$ cat config.mk
export PLATFORM = sky130hd
export DESIGN_NAME = jpeg_bit_unstuffer
export DESIGN_NICKNAME = d
export VERILOG_FILES = /design/src/rtl/jpeg_bit_unstuffer.sv
export SDC_FILE = /design/constraint.sdc
export NUM_CORES = 1
export LEC_CHECK = 0
export ABC_AREA = 1
export BUFFER_PORTS_ARGS = -buffer_cell sky130_fd_sc_hd__clkbuf_2
export CAP_MARGIN = 20
export CORE_MARGIN = 8
export CORE_UTILIZATION = 31
export CTS_CLUSTER_SIZE = 14
export DETAILED_ROUTE_END_ITERATION = 8
export SLEW_MARGIN = 0
export SYNTH_ARGS = -nofsm -noshare
export SYNTH_HDL_FRONTEND = slang
export SYNTH_SLANG_ARGS = --single-unit
$ cat constraint.sdc
create_clock -name clk_in -period 1.5 [get_ports clk_in]
set_clock_uncertainty 0.05 [all_clocks]
set_input_delay 0.225 -clock clk_in [delete_from_list [all_inputs] [get_ports clk_in]]
set_output_delay 0.225 -clock clk_in [all_outputs]
set_load 0.01 [all_outputs]
$ cat src/rtl/jpeg_bit_unstuffer.sv
// JPEG entropy-coded byte unstuffer: strips 0xFF00 stuffing, reports markers, serialises data MSB-first.
// Optional emitted-bit counter enabled by defining UNSTUFF_BITCNT_EN.
module jpeg_bit_unstuffer #(
    parameter int unsigned BITCNT_WIDTH = 24
) (
    input  logic       clk_in,
    input  logic       rst_in,
    input  logic [7:0] byte_in,
    input  logic       byte_valid_in,
    output logic       byte_ready_out,
    output logic       serial_out,
    output logic       valid_out,
    output logic [7:0] marker_out,
    output logic       marker_valid_out,
    output logic       halted_out
`ifdef UNSTUFF_BITCNT_EN
    ,
    output logic [BITCNT_WIDTH-1:0] bit_count_out
`endif
);

    typedef enum logic [1:0] {
        S_DATA,
        S_FF,
        S_HALT
    } state_t;

    state_t      state_q, state_d;
    logic [7:0]  sr_q, sr_d;
    logic [3:0]  cnt_q, cnt_d;
    logic [7:0]  marker_q, marker_d;
    logic        marker_valid_q, marker_valid_d;
    logic        hs;

    always_comb begin
        byte_ready_out   = (state_q != S_HALT) && (cnt_q <= 4'd1);
        hs               = byte_valid_in && byte_ready_out;
        serial_out       = sr_q[7];
        valid_out        = (cnt_q != 4'd0);
        marker_out       = marker_q;
        marker_valid_out = marker_valid_q;
        halted_out       = (state_q == S_HALT);
    end

    always_comb begin
        state_d        = state_q;
        sr_d           = sr_q;
        cnt_d          = cnt_q;
        marker_d       = marker_q;
        marker_valid_d = 1'b0;
        if (cnt_q != 4'd0) begin
            sr_d  = sr_q << 1;
            cnt_d = cnt_q - 4'd1;
        end
        // A load overrides the shift; at cnt==1 the last old bit is already on serial_out.
        if (hs) begin
            unique case (state_q)
                S_DATA: begin
                    if (byte_in == 8'hFF) begin
                        state_d = S_FF;
                    end else begin
                        sr_d  = byte_in;
                        cnt_d = 4'd8;
                    end
                end
                S_FF: begin
                    if (byte_in == 8'h00) begin
                        sr_d    = 8'hFF;
                        cnt_d   = 4'd8;
                        state_d = S_DATA;
                    end else if (byte_in != 8'hFF) begin
                        marker_d       = byte_in;
                        marker_valid_d = 1'b1;
                        state_d        = (byte_in == 8'hD9) ? S_HALT : S_DATA;
                    end
                end
                default: begin
                    state_d = state_q;
                end
            endcase
        end
    end

    always_ff @(posedge clk_in) begin
        if (rst_in) begin
            state_q        <= S_DATA;
            sr_q           <= '0;
            cnt_q          <= '0;
            marker_q       <= '0;
            marker_valid_q <= 1'b0;
        end else begin
            state_q        <= state_d;
            sr_q           <= sr_d;
            cnt_q          <= cnt_d;
            marker_q       <= marker_d;
            marker_valid_q <= marker_valid_d;
        end
    end

`ifdef UNSTUFF_BITCNT_EN
    logic [BITCNT_WIDTH-1:0] bitcnt_q;

    always_ff @(posedge clk_in) begin
        if (rst_in) begin
            bitcnt_q <= '0;
        end else if (cnt_q != 4'd0) begin
            bitcnt_q <= bitcnt_q + BITCNT_WIDTH'(1);
        end
    end

    assign bit_count_out = bitcnt_q;
`endif

endmodule
==> metrics.md, run 1 <==
| Metric | Value |
|---|---|
| Status | finished, violations left |
| Failing checks | negative setup slack |
| TritonCTS Buffers | 3 |
| Worst hold path class | in2reg |
| Final setup violation count | 5 |
| Post-synthesis async set-or-reset flop share | 0% |
| Most frequent cells in the layout | nand2_1 (72), nor2_1 (36), inv_1 (26) |
| Ant diodes | 0 |
| EDFF count, synth | 0 |
| Synth-to-Final Area Change | 36.8% |
| Core ar. | 4630 µm² |
| Hold_buf cts | 0 |
| Global Route met1 Usage | 14.2% |
| CP endpoint kind | flop |
| DRC Markers | 0 |
| Die H | 84.8 µm |
| IO Count | 24 |
| Flops & latches, synth | 23 |
| CP required | 1.60 ns |
| Fillcell total | 489 |
| Placement Rows | 25 |
| Max cap viols | 0 |
| Final Hold Viols | 0 |
| Layout cells sized above 1 | 29.4% |
| Grt peak-use layer | met2 |
| First-pass GRT wire length | 6650 µm |
| Area of the die | 7180 µm² |
| Vias | 1619 |
| Min Tclk post-route | 1.52 ns |
| Die Width | 84.8 µm |
| Maximum VDD drop | 0.538 mV |
| Final Worst Setup Slack | -0.0233 ns |
| Gr ovfl total | 0 |
| Post-Syn Instances | 239 |
| RSZ-0062 raised after global routing | yes |
| Synth Net Count | 252 |
| IO Port Bufs | 23 |
| Max FO, Critical Path | 5 |
| Netlist Area Pre-Place | 1470 µm² |
| Setup_tns | -0.0571 ns |
| Clk sinks | 23 |
| Final HPWL DP | 2890 µm |
| Largest buffer count on any clock path | 2 |
| Largest net degree at the start of global routing | 13 |
| Area occupied by multi-input gates | 930 µm² |
| Clock slew at reported path FFs | 0.08 ns |
| GP Congestion | 0.839 |
| H-Tree Depth | 1 |
| Syn avg cell area | 6.13 µm² |
| Final period util | 102% |
| Number of distinct library cells after synthesis | 27 |
| GR Layer Usage met2 | 17.6% |
| Worst-margin pin slew | 0.314 ns |
| Crit Path Class | reg2reg |
| Met3 Usage GRT | 2.15% |
| Ys flop type | dfxtp_1 |
| CTS tree | built |
| Drt via density | 4.72 |
| Arrival @ worst endpoint | 1.63 ns |
| Sequential area share after synthesis | 31.4% |
| WL/cell | 11.9 µm |
| Clk root buf | clkbuf_8 |
| DRT Wirelength | 4080 µm |
| Commonest non-fill, non-tap cell in the layout | nand2_1 |
| Gr usage total | 11.1% |
| Nets | 303 |
| Slew Limit Headroom | 79.0% |
| Register area | 464 µm² |
| Pleak | 0.998 nW |
| Starting density of the core | 31.6% |
| Vias in the first global route | 1576 |
| Synth warn | 0 |
| Clock latency at the later pin of the worst-skew pair | 0.26 ns |
| Worst setup SP type | flop |
| Total power | 0.00365 W |
| Pre-Repair DR Iteration Count | 4 |
| Final antenna-violating net count | 0 |
| DR iter-0 viols | 114 |
| Power Density | 1820 nW/µm² |
| Initial antenna violation count | 0 |
| Fin. max-slew vios | 0 |
| Fmax achieved | 0.656 GHz |
## per-stage QoR
stage	setup WS, ns	cell area, µm²	util [%]	hold WS, ns	std cells
finish	-0.0233	2000	43.3	0.183	343
global route	-0.0962	2000	43.3	0.195	343
CTS	0.00450	1890	40.9	0.186	339
detailed placement	-0.0790	1770	38.2	0.429	330
global placement	-0.0445	1770	38.2	0.420	330
floorplan	0.00416	1470	-	0.252	239
## worst max-delay path: stages, from the launching register on
cell and delay, ns:
dfxtp_2 0.33, inv_2 0.07, ha_4 0.15, inv_1 0.05, nand2_2 0.08, nand3_4 0.10
nor2_8 0.17, nand2_2 0.12, o21ai_1 0.23, nor2_1 0.07
## layer usage
metal | vias to the layer above | part of all wire (%) | wire [µm]
li1 | 848 | - | -
met4 | 0 | 0.93 | 38
met1 | 725 | 48 | 1970
met3 | 2 | 5.2 | 214
met5 | - | 0 | 0
met2 | 44 | 46 | 1860
## registers in the layout, summed over array words and instances (netlist names)
| register | cells |
|---|---|
| marker_valid_out | 1 |
| state_q | 2 |
| sr_q | 8 |
| marker_out | 8 |
| cnt_q | 4 |
## where the power goes
group	internal (W)	total [W]	switching [W]
sequential	0.000764	0.000836	0.0000721
combinational	0.00113	0.00242	0.00128
clock	0.000190	0.000399	0.000209
total	0.00209	0.00365	0.00156
## path summary, 6_finish.rpt
| kind | depth (start not counted) | from | slack, ns | end |
|---|---|---|---|---|
| setup / recovery | 9 | cnt_q[1] | -0.02 | cnt_q[1] |
| hold / removal | 3 | byte_in[0] | 0.18 | marker_out[0] |
| setup reg to reg | 9 | cnt_q[1] | -0.02 | cnt_q[1] |
| hold reg to reg | 2 | marker_out[7] | 0.43 | marker_out[7] |
## timing repair
| action | in CTS | in global routing |
|---|---|---|
| endpoints found under the setup margin | 21 | 21 |
| pin swaps | 1 | 6 |
| resized for setup | 10 | 25 |
| setup buffers | 6 | 2 |
| gates cloned | 0 | 2 |
## cell usage after synthesis (2+ instances only)
cell type | instances | area [µm²]
inv_2 | 2 | 7.51
o21ai_0 | 12 | 60.1
ha_1 | 2 | 25.0
nor3_1 | 2 | 10.0
buf_2 | 3 | 15.0
nand4_1 | 2 | 12.5
nand3_1 | 19 | 95.1
buf_6 | 2 | 22.5
o21ai_1 | 2 | 10.0
nand2_2 | 7 | 43.8
a21oi_1 | 12 | 60.1
nor2_1 | 37 | 139
inv_1 | 28 | 105
nand2_1 | 74 | 278
dfxtp_1 | 23 | 460
## area by class of cell
class                   count  share of cell area, %
clock buffers               4                   2.25
inverters                  32                   6.24
multi-input cells         180                   46.4
flip-flops and latches     23                   23.2
well taps                  54                   3.37
repair buffers             50                   18.6
## kinds of logic after synthesis
kind of cell,after synthesis,share of synthesized area [%]
xor+xnor,2,1.20
compound gates,27,9.39
simple gates,147,45.2
fa+ha+maj,2,1.71
buf+inv,38,11.1
flops,23,31.4
Note: power is estimated with default switching activity, not from simulation.
==> run 2, diff against run 1 <==
Settings changed: CORE_MARGIN 8 to unset, CORE_UTILIZATION 31 to 35.
==> metrics.md, run 2 (synthesis gave the netlist of run 1 again) <==
| Metric | Value |
|---|---|
| Vias | 1548 |
| Placed inst area | 1730 µm² |
| Clk root buf | clkbuf_8 |
| Final Hold Viols | 0 |
| Hold path depth | 3 |
| Clock slew at reported path FFs | 0.08 ns |
| Fmax achieved | 0.672 GHz |
| Arrival @ worst endpoint | 1.60 ns |
| Most frequent cells in the layout | nand2_1 (67), nor2_1 (36), inv_1 (25) |
| Most frequent CP cell | inv_2 |
| CP required | 1.62 ns |
| Nets | 299 |
| Worst-case reg-to-reg path depth | 9 |
| Fin. max-slew vios | 0 |
| Crit path max-delay cell type | dfxtp_2 |
| Min Tclk post-route | 1.49 ns |
| GP Congestion | 0.786 |
| Layout cells sized above 1 | 34.0% |
| Final period util | 99.2% |
| Gr ovfl total | 0 |
| Power Density | 1800 nW/µm² |
| Fillcell total | 385 |
| FF-to-FF setup slack | 0.01 ns |
| Placed Cells | 322 |
| Worst setup SP type | flop |
| RSZ-0062 raised after global routing | yes |
| Hold_buf cts | 0 |
| Worst hold path class | in2reg |
| Cells along the critical path | inv_2, ha_4, inv_2, nand2_4, nand3_4, nor2_8, nand4_4, o21ai_1, nor2_1 |
| WL/cell | 10.9 µm |
| TritonCTS Buffers | 3 |
| Die H | 66.7 µm |
| Finished Layout Cells | 335 |
| Clock latency at the later pin of the worst-skew pair | 0.26 ns |
| Ant diodes | 0 |
| H-Tree Depth | 1 |
| First-pass GRT wire length | 6150 µm |
| DRC Markers | 0 |
| Status | finished clean |
| Final HPWL DP | 2660 µm |
| Die Width | 66.7 µm |
| Drt via density | 4.62 |
| IO Count | 24 |
| Pre-Repair DR Iteration Count | 4 |
| Register area | 463 µm² |
| Crit Path Class | reg2reg |
| Commonest non-fill, non-tap cell in the layout | nand2_1 |
| Pleak | 1.01 nW |
| Maximum VDD drop | 0.503 mV |
| Starting density of the core | 36.6% |
| CTS tree | built |
| Final antenna-violating net count | 0 |
| Max Used Layer | met4 |
| Max cap viols | 0 |
| Area of the die | 4450 µm² |
| Worst-margin pin slew | 0.422 ns |
| CP endpoint kind | flop |
| Final Cell Area | 2070 µm² |
| Slew Limit Headroom | 71.8% |
| DRT Wirelength | 3650 µm |
| WL met3 | 100 µm |
| Clk sinks | 23 |
| Vias in the first global route | 1410 |
| Initial antenna violation count | 0 |
| DR iter-0 viols | 55 |
| Placement Rows | 23 |
| Final setup violation count | 0 |
| Core ar. | 4000 µm² |
| Worst path max stage delay | 0.35 ns |
| Gr usage total | 18.0% |
| Worst Path Buf+Inv | 2 |
| Met2 wire length | 1690 µm |
| Area occupied by multi-input gates | 1020 µm² |
| Crit. path cell count | 9 |
| Synth-to-Final Area Change | 41.4% |
| IO Port Bufs | 23 |
| Largest buffer count on any clock path | 2 |
| Max FO, Critical Path | 5 |
| Wl on met1 | 1810 µm |
| Largest net degree at the start of global routing | 13 |
| CP delay by family, top | simple AND/OR/NAND/NOR gates |
[run 2: worst paths after layout]
kind                               startpoint            end
worst max-delay path                 cnt_q[0]  marker_out[4]
worst min-delay path               byte_in[4]  marker_out[4]
worst max register to register       cnt_q[0]  marker_out[4]
worst min register to register  marker_out[7]  marker_out[7]
[run 2: layout make-up]
class                           count  area share, %
Inverter                           32           6.16
Sequential cell                    23           22.3
Clock buffer                        4           2.17
Tap cell                           50           3.02
Multi-Input combinational cell    180           49.2
Timing Repair Buffer               46           17.1
[run 2: tightest hold or removal path: cells and delay by family]
kind	cells	cell delay, ns
buf+inv	1	0.10
compound gates	1	0.07
simple gates	1	0.07
[run 2: through the flow]
stage | TNS [ns] | setup WS (ns) | total power (W) | hold WS, ns | utilization [%]
finish | 0 | 0.0122 | 0.00373 | 0.183 | 51.8
global route | -1.57 | -0.100 | 0.00406 | 0.206 | 51.8
CTS | 0 | 0.00704 | 0.00317 | 0.199 | 46.1
detailed placement | -0.804 | -0.0867 | 0.00256 | 0.431 | 43.4
global placement | -0.324 | -0.0582 | 0.00256 | 0.423 | 43.4
floorplan | 0 | 0.00416 | 0.00216 | 0.252 | -
[run 2: repair_timing]
item	in CTS	in global routing
buffers inserted	2	5
pin swaps	3	9
setup endpoints to repair	21	23
cloned	1	2
endpoints found under the hold margin	0	0
gates resized for setup	12	44
[run 2: report_power, final]
part	internal (W)	total [W]	switching, W
Combinational	0.00112	0.00250	0.00138
Clock	0.000190	0.000389	0.000199
Sequential	0.000762	0.000839	0.0000763
Total	0.00207	0.00373	0.00166
[run 2: routing by layer]
layer	vias up	track usage, %
li1	842	-
met1	678	23.6
met2	23	28.9
met3	5	2.40
met4	0	7.98
met5	-	0
